## src/rtl/mul_acc_buf.sv

```systemverilog
// Group accumulator behind the shift-add multiplier: sums N products with
// saturation and parks each finished group in a one-entry valid/ready output register.
module mul_acc_buf #(
    parameter int PW = 16,
    parameter int AW = 20,
    parameter int N  = 4,
    parameter int CW = 8
) (
    input  logic          clk,
    input  logic          reset,
    input  logic          clr,
    input  logic          p_valid,
    input  logic [PW-1:0] p,
    output logic          p_ready,
    output logic          p_drop,
    output logic          out_valid,
    input  logic          out_ready,
    output logic [AW-1:0] acc_out,
    output logic          ovf_out,
    output logic [CW-1:0] grp_cnt
);

    typedef enum logic [1:0] {IDLE, ACC, HOLD} state_t;

    localparam logic [CW-1:0] LAST = CW'(N - 1);

    state_t        state_reg, state_next;
    logic [AW-1:0] acc_reg, acc_next;
    logic [AW-1:0] acc_out_reg, acc_out_next;
    logic [CW-1:0] cnt_reg, cnt_next;
    logic          ovf_reg, ovf_next;
    logic          ovf_out_reg, ovf_out_next;
    logic          out_valid_reg, out_valid_next;
    logic          p_drop_reg, p_drop_next;

    logic          slot_free;
    logic          sat;
    logic          is_final;
    logic [AW:0]   sum_wide;
    logic [AW-1:0] sum_sat;

    assign slot_free = !out_valid_reg || out_ready;
    assign sum_wide  = {1'b0, acc_reg} + {{(AW + 1 - PW){1'b0}}, p};
    assign sat       = sum_wide[AW];
    assign sum_sat   = sat ? {AW{1'b1}} : sum_wide[AW-1:0];
    assign is_final  = (cnt_reg == LAST);

    always_ff @(posedge clk or posedge reset) begin
        if (reset) begin
            state_reg     <= IDLE;
            acc_reg       <= '0;
            cnt_reg       <= '0;
            ovf_reg       <= 1'b0;
            acc_out_reg   <= '0;
            ovf_out_reg   <= 1'b0;
            out_valid_reg <= 1'b0;
            p_drop_reg    <= 1'b0;
        end else begin
            state_reg     <= state_next;
            acc_reg       <= acc_next;
            cnt_reg       <= cnt_next;
            ovf_reg       <= ovf_next;
            acc_out_reg   <= acc_out_next;
            ovf_out_reg   <= ovf_out_next;
            out_valid_reg <= out_valid_next;
            p_drop_reg    <= p_drop_next;
        end
    end

    always_comb begin
        state_next     = state_reg;
        acc_next       = acc_reg;
        cnt_next       = cnt_reg;
        ovf_next       = ovf_reg;
        acc_out_next   = acc_out_reg;
        ovf_out_next   = ovf_out_reg;
        out_valid_next = out_valid_reg && !out_ready;
        // Any product arriving while parked is lost, even if clr also discards the group.
        p_drop_next    = p_valid && (state_reg == HOLD);

        if (clr) begin
            state_next = IDLE;
            acc_next   = '0;
            cnt_next   = '0;
            ovf_next   = 1'b0;
        end else begin
            case (state_reg)
                IDLE, ACC: begin
                    if (p_valid) begin
                        if (!is_final) begin
                            acc_next   = sum_sat;
                            ovf_next   = ovf_reg | sat;
                            cnt_next   = cnt_reg + 1'b1;
                            state_next = ACC;
                        end else if (slot_free) begin
                            acc_out_next   = sum_sat;
                            ovf_out_next   = ovf_reg | sat;
                            out_valid_next = 1'b1;
                            acc_next       = '0;
                            cnt_next       = '0;
                            ovf_next       = 1'b0;
                            state_next     = IDLE;
                        end else begin
                            // Final product stays parked; cnt keeps reading N-1.
                            acc_next   = sum_sat;
                            ovf_next   = ovf_reg | sat;
                            state_next = HOLD;
                        end
                    end
                end
                HOLD: begin
                    if (slot_free) begin
                        acc_out_next   = acc_reg;
                        ovf_out_next   = ovf_reg;
                        out_valid_next = 1'b1;
                        acc_next       = '0;
                        cnt_next       = '0;
                        ovf_next       = 1'b0;
                        state_next     = IDLE;
                    end
                end
                default: begin
                    state_next = IDLE;
                end
            endcase
        end
    end

    assign p_ready   = (state_reg != HOLD);
    assign p_drop    = p_drop_reg;
    assign out_valid = out_valid_reg;
    assign acc_out   = acc_out_reg;
    assign ovf_out   = ovf_out_reg;
    assign grp_cnt   = cnt_reg;

endmodule

```

## config.mk

```make
export PLATFORM = sky130hd
export DESIGN_NAME = mul_acc_buf
export DESIGN_NICKNAME = d
export VERILOG_FILES = /design/src/rtl/mul_acc_buf.sv
export SDC_FILE = /design/constraint.sdc
export NUM_CORES = 1
export LEC_CHECK = 0
export BUFFER_PORTS_ARGS = -buffer_cell sky130_fd_sc_hd__buf_2
export CORE_MARGIN = 8
export CORE_UTILIZATION = 57
export DETAILED_ROUTE_END_ITERATION = 8
export PLACE_DENSITY = 0.8
export SLEW_MARGIN = 25
export SYNTH_ARGS = -nofsm -noshare
export SYNTH_HDL_FRONTEND = slang
export SYNTH_SLANG_ARGS = --single-unit
```

## constraint.sdc

```tcl
create_clock -name clk -period 3.09 [get_ports clk]
set_clock_uncertainty 0.2 [all_clocks]
set_input_delay 0.4635 -clock clk [delete_from_list [all_inputs] [get_ports clk]]
set_output_delay 0.4635 -clock clk [all_outputs]
set_load 0.01 [all_outputs]
```

==> results of run 1 <==
[logic make-up (layout without fill, tap and decap cells)]
group           Yosys count  in the layout
simple gates            138            138
mux                       3              3
compound gates          133            133
flops                    54             54
xor+xnor                 11             11
fa+ha+maj                18             18
buf+inv                  25             80
[power by group through the flow]
stage               combinational, uW  clock, uW  sequential (uW)
floorplan                         380          0              869
global placement                  560          0              860
detailed placement                574          0              864
CTS                               578        413              850
global route                      656        435              860
finish                            586        412              851
[layout make-up]
| type | count | area, um^2 | area share |
|---|---|---|---|
| clock inverter | 1 | 5.00 | 0.00130 |
| sequential | 54 | 1350 | 0.351 |
| inverter | 4 | 15.0 | 0.00390 |
| clock buffer | 7 | 86.3 | 0.0224 |
| multi-input combinational | 303 | 1920 | 0.498 |
| tap | 75 | 93.8 | 0.0244 |
| timing repair buffer | 68 | 380 | 0.0988 |
[worst paths after layout]
check                                             start  slack, ns  cells past startpoint                       end
worst max register to register   acc_reg[3]$_DFFE_PP0P_       0.16                      8    acc_out[9]$_DFFE_PP0P_
min in group clk                                p_valid       0.19                      2  state_reg[0]$_DFFE_PP0P_
max in group asynchronous                         reset       2.03                      3    acc_reg[8]$_DFFE_PP0P_
worst max-delay path             acc_reg[3]$_DFFE_PP0P_       0.16                      8    acc_out[9]$_DFFE_PP0P_
worst min register to register  acc_out[11]$_DFFE_PP0P_       0.28                      2   acc_out[11]$_DFFE_PP0P_
worst min-delay path                              reset      -0.01                      2    grp_cnt[0]$_DFFE_PP0P_
[per-layer routing]
| layer | routed length (um) | share of wire | track usage | up-vias |
|---|---|---|---|---|
| met5 | 0 | 0 | 0 | - |
| met3 | 513 | 0.060 | 0.0332 | 13 |
| met2 | 4230 | 0.49 | 0.344 | 91 |
| li1 | - | - | - | 1503 |
| met1 | 3740 | 0.43 | 0.256 | 1479 |
| met4 | 117 | 0.014 | 0.0564 | 0 |
[timing repair]
action | in CTS | in global routing
resized for setup | 0 | 4
hold buffers | 0 | 0
buffers inserted | 0 | 0
endpoints found under the setup margin | 0 | 6
[critical path, cell delays in order (launching register included)]
cell and delay, ns:
dfrtp_1 0.40, ha_1 0.34, and2_1 0.19, a221oi_1 0.40, a21oi_1 0.19, or4_1 0.49, a31oi_1 0.32, a21oi_1 0.15
a21o_1 0.16
[cells in the mapped netlist (all sizes together), types with 7 or more instances]
library cell  count  area (um^2)
a211oi            7         52.6
a21o              7         52.6
a21oi            27          135
clkbuf           17         65.1
dfrtp            54         1350
ha               17          213
nand2            52          195
nand3            17         85.1
nor2             27          104
nor3             13         65.1
o21ai            51          255
xnor2             7         61.3
[through the flow]
step	instances	total power, uW
global placement	504	1420
finish	512	1850
CTS	512	1840
detailed placement	504	1440
floorplan	382	1250
global route	512	1950
==> results by group, run 1 <==
GRT
  – Pin count of the biggest net entering global routing: 28
  – First-pass GRT wire length: 14300 um
  – Vias in the first global route: 2971
  – Total global-route track usage: 0.201
  – Initial antenna violation count: 0
  – Final global-route overflow total: 0

Route
  – Post-DR vias/cell: 6.03
  – Final WL: 8600 um
  – Antenna viol nets, final: 0
  – Detailed Route Iter0 Violations: 160
  – First-pass DRT Iterations: 4
  – Via count: 3086
  – DR WL/cell: 16.8 um
  – Residual DRC: 0

Final layout
  – Share of layout cells above drive strength 1: 0.206
  – Final Cell Area: 0.00385 mm^2
  – Util after Layout: 0.666
  – Commonest non-fill, non-tap cell in the layout: dfrtp_1
  – Area delta synth->final: 15.8%
  – Most frequent cells in the layout: 54 x dfrtp_1, 52 x nand2_1, 52 x buf_2, 50 x o21ai_0
  – Layout Nets: 475
  – ANT cells: 0
  – Fill cell count: 488

Timing
  – Worst Setup Slack, final: 0.164 ns
  – Final setup vio count: 0
  – Min Tclk post-route: 2.93 ns
  – RSZ-0062 raised after global routing: no
  – Final Hold Vio Count: 10
  – Relative slew slack: 0.510
  – Fin. max-slew vios: 0
  – Max Clock Freq: 0.342 GHz
  – Final hold slack: -0.0105 ns
  – Crit share post-route: 0.947
  – Fin Setup TNS: 0 ns
  – Least-Margin Pin Slew: 0.732 ns

Critical path
  – Worst Setup End Kind: flop
  – Crit-path max FO: 4
  – Worst setup path class: flop to flop
  – Startpoint Class: flop
  – Critical Path AT: 2.94 ns
  – CP required: 3.10 ns

Power
  – Reg power frac: 0.460
  – Comb power frac: 0.317
  – Internal power: 1220 uW
  – Power share of the clock group: 0.223
  – Switching share of total power: 0.340
  – LEAKAGE: 0.00190 uW
  – Pwr dens: 480 mW/mm^2
  – Sw Pwr: 629 uW
  – VDD IR max: 0.293 mV

Synth
  – Register area share after synthesis: 0.406
  – Async S/R FF share, synth: 1.00
  – Number of synthesized register bits: 54
  – Synth cell types: 56
  – Main synth FF type: dfrtp_1
  – Synth Area in Compound Gates: 0.253
  – Post-Syn Area: 0.00333 mm^2
  – Yosys warnings: 0
  – Post-Syn Nets: 421
  – Adder-Cell Fraction of Synth Area: 0.0700
  – Number of synthesized flops with an enable pin: 0
  – Post-Synth XOR/XNOR Area: 0.0290
  – Post-synthesis mux area share: 0.00903
  – Avg Cell Area, Syn: 8.71 um^2
  – Synthesized instance count: 382
  – Post-Synth Simple-Gate Area: 0.201
  – Largest family of logic cells by synthesized area: compound AO/OA/AOI/OAI gates

Clocking
  – Num CTS Buffers: 5
  – Htree depth: 2
  – Clock Sinks: 54
  – Root Driver: clkbuf_8
  – Clk buf depth: 2
  – CTS tree: built
  – Reg clk slew, reported paths: 0.10 ns
  – Worst-skew pair later-pin latency: 0.31 ns

Floorplanning
  – Die ar.: 0.00853 mm^2
  – Initial core utilization: 0.575
  – Core Region: 0.00578 mm^2
  – Chip height: 92.4 um
  – Chip width: 92.4 um
  – IO Pins: 53
  – # rows: 28

Flow run
  – Max-cap violations: 0

Run status
  – Status: complete, but fails checks
  – Failing checks: negative hold slack

Placement
  – DP Area: 0.00373 mm^2
  – RePlAce Congestion: 0.978
  – PortBufs: 52
  – Post-DP HPWL: 6350 um
  – Pre-CTS setup slack: 0.00423 ns

Hold path
  – Hold Path Class: primary input to asynchronous set/reset pin
No activity file was read; power rests on OpenSTA's default activity.
==> inputs of run 2 (changes only) <==
Settings changed: ABC_AREA from default to 1, CORE_ASPECT_RATIO from default to 0.75, CORE_UTILIZATION 57 to 58.
==> run 2 against run 1 <==
Against the previous run:
- the run now ends clean
- fmax grew 12%
- sequential share of layout area is 3.5 points lower
- clock-buffer cell count fell by 2
- final area is 11% higher
- synthesized area increased by 16%
- critical path depth is 6 higher
- final cell count up 38%
- non-clock buffer count shrank 9
- setup slack gained 0.31 ns
- critical endpoint is now acc_out[3]$_DFFE_PP0P_
==> results by group, run 2 <==
Timing
  – Relative slew slack: 0.545
  – Final hold slack: 0.0988 ns
  – Max Clock Freq: 0.383 GHz
  – Fin. max-slew vios: 0
  – Fin Setup TNS: 0 ns
  – RSZ-0062 raised after global routing: no
  – Final setup vio count: 0
  – Min Tclk post-route: 2.61 ns
  – Final Hold Vio Count: 0
  – Crit share post-route: 0.845
  – Least-Margin Pin Slew: 0.682 ns

Clocking
  – CTS tree: built
  – Reg clk slew, reported paths: 0.11 ns
  – Htree depth: 2
  – Clk buf depth: 2
  – Num CTS Buffers: 5
  – Post-CTS setup buffers: 0
  – Post-CTS resize count: 0
  – CTS Hold Bufs: 0
  – Root Driver: clkbuf_8
  – Worst-skew pair later-pin latency: 0.32 ns
  – Clock Sinks: 54

Route
  – Detailed Route Iter0 Violations: 248
  – Post-DR vias/cell: 5.45
  – Antenna viol nets, final: 0
  – DR WL/cell: 14.6 um
  – First-pass DRT Iterations: 5
  – Residual DRC: 0
  – Final WL: 10300 um
  – Via count: 3845

Synth
  – Yosys warnings: 0
  – Avg Cell Area, Syn: 6.75 um^2
  – Synth area leader: dfrtp_1
  – Share of the synthesized area in the top cell type: 0.351
  – Most common cell in the netlist: nand2_1
  – Post-Syn Nets: 609
  – Top cells by area, synth: dfrtp_1 35%, nand2_1 18%, inv_1 8.6%
  – Async S/R FF share, synth: 1.00
  – Synthesized instance count: 570
  – Number of synthesized register bits: 54
  – Number of synthesized flops with an enable pin: 0
  – Post-Syn Area: 0.00385 mm^2
  – Register area share after synthesis: 0.351
  – Top cells by count, synth: 182 x nand2_1, 88 x inv_1, 54 x dfrtp_1
  – Main synth FF type: dfrtp_1
  – Synth cell types: 34

Placement
  – DP Area: 0.00419 mm^2
  – Post-DP HPWL: 7690 um
  – Post-Place Cells: 698
  – RePlAce Congestion: 0.956
  – PortBufs: 52

Floorplanning
  – Chip width: 110 um
  – Initial core utilization: 0.606
  – Die ar.: 0.00952 mm^2
  – IO Pins: 53
  – Chip height: 86.5 um
  – # rows: 25
  – Core Region: 0.00635 mm^2

Hold path
  – Hold Path Class: primary input to asynchronous set/reset pin

Final layout
  – Share of layout cells above drive strength 1: 0.138
  – Most frequent cells in the layout: 182 x nand2_1, 87 x inv_1, 54 x dfrtp_1, 52 x buf_2, 50 x a21oi_1
  – Area delta synth->final: 11.3%
  – ANT cells: 0
  – Layout Nets: 663
  – Commonest non-fill, non-tap cell in the layout: nand2_1
  – Non-Filler Instances: 706
  – Final Cell Area: 0.00428 mm^2

GRT
  – Final global-route overflow total: 0
  – Vias in the first global route: 3456
  – Initial antenna violation count: 0
  – First-pass GRT wire length: 16600 um
  – Total global-route track usage: 0.218
  – Pin count of the biggest net entering global routing: 55

Critical path
  – Crit path from: acc_reg[0]$_DFFE_PP0P_
  – Setup crit end: acc_out[3]$_DFFE_PP0P_
  – CP required: 3.12 ns
  – Reg-to-reg slack, setup: 0.48 ns
  – Reg-to-reg endpoint: acc_out[3]$_DFFE_PP0P_
  – FF-to-FF Start: acc_reg[0]$_DFFE_PP0P_
  – Startpoint Class: flop
  – Register-to-Register Path Depth: 14
  – Worst setup path class: flop to flop
  – Critical Path AT: 2.64 ns
  – Worst Setup End Kind: flop
  – Crit-path max FO: 9

Power
  – VDD IR max: 0.385 mV
  – Pwr dens: 587 mW/mm^2
  – LEAKAGE: 0.00245 uW
  – Power, Total: 2510 uW

Flow run
  – Max-cap violations: 0

Run status
  – Status: complete, no violations
run 2: power breakdown:
| group | internal [uW] | switching, uW |
|---|---|---|
| Sequential | 883 | 116 |
| Combinational | 394 | 685 |
| Clock | 163 | 270 |
run 2: through the flow:
stage,worst slack [ns],utilization
floorplan,0.707,-
global placement,0.395,0.660
detailed placement,0.327,0.660
CTS,0.501,0.674
global route,0.266,0.674
finish,0.478,0.674
run 2: cells by family after synthesis:
family,synth area share
xor gates and xnor gates,0.0205
and+or+nand+nor,0.312
AOI/OAI and AO/OA,0.149
DFF,0.351
buffers and inverters,0.107
adders and majority gates,0.0605
run 2: worst min-delay path by stage:
| stage | endpoint | slack [ns] |
|---|---|---|
| 6_report | grp_cnt[4]$_DFFE_PP0P_ | 0.1 |
| 5_1_grt | acc_out[13]$_DFFE_PP0P_ | 0.19 |
| 4_1_cts | acc_out[10]$_DFFE_PP0P_ | 0.14 |
| 3_5_place_dp | acc_out[7]$_DFFE_PP0P_ | 0.26 |
| 3_3_place_gp | acc_out[7]$_DFFE_PP0P_ | 0.26 |
| 2_1_floorplan | acc_reg[10]$_DFFE_PP0P_ | 0.27 |
run 2: worst max-delay path: stages (launching register included):
cell	delay, ns
dfrtp_1	0.41
ha_1	0.22
fa_1	0.44
nand3_1	0.12
nand3_2	0.10
nand3_1	0.08
nand2_1	0.10
nand2_1	0.09
nand2_2	0.08
nand2_2	0.18
buf_4	0.21
nand2_1	0.06
nand2_1	0.08
a21o_1	0.11
inv_1	0.03
run 2: cell type report:
class | count | area (um^2)
Clock buffer | 5 | 68.8
Clock inverter | 3 | 23.8
Fill cell | 589 | 2070
Inverter | 89 | 339
Multi-Input combinational cell | 415 | 2080
Sequential cell | 54 | 1350
Tap cell | 81 | 101
Timing Repair Buffer | 59 | 313
run 2: per-layer routing:
layer | wire length [um] | GRT usage | vias up | share of wire
met5 | 0 | 0 | - | 0
met2 | 4280 | 0.318 | 144 | 0.42
li1 | - | - | 1927 | -
met1 | 4990 | 0.319 | 1756 | 0.48
met3 | 877 | 0.0474 | 18 | 0.085
met4 | 155 | 0.0452 | 0 | 0.015
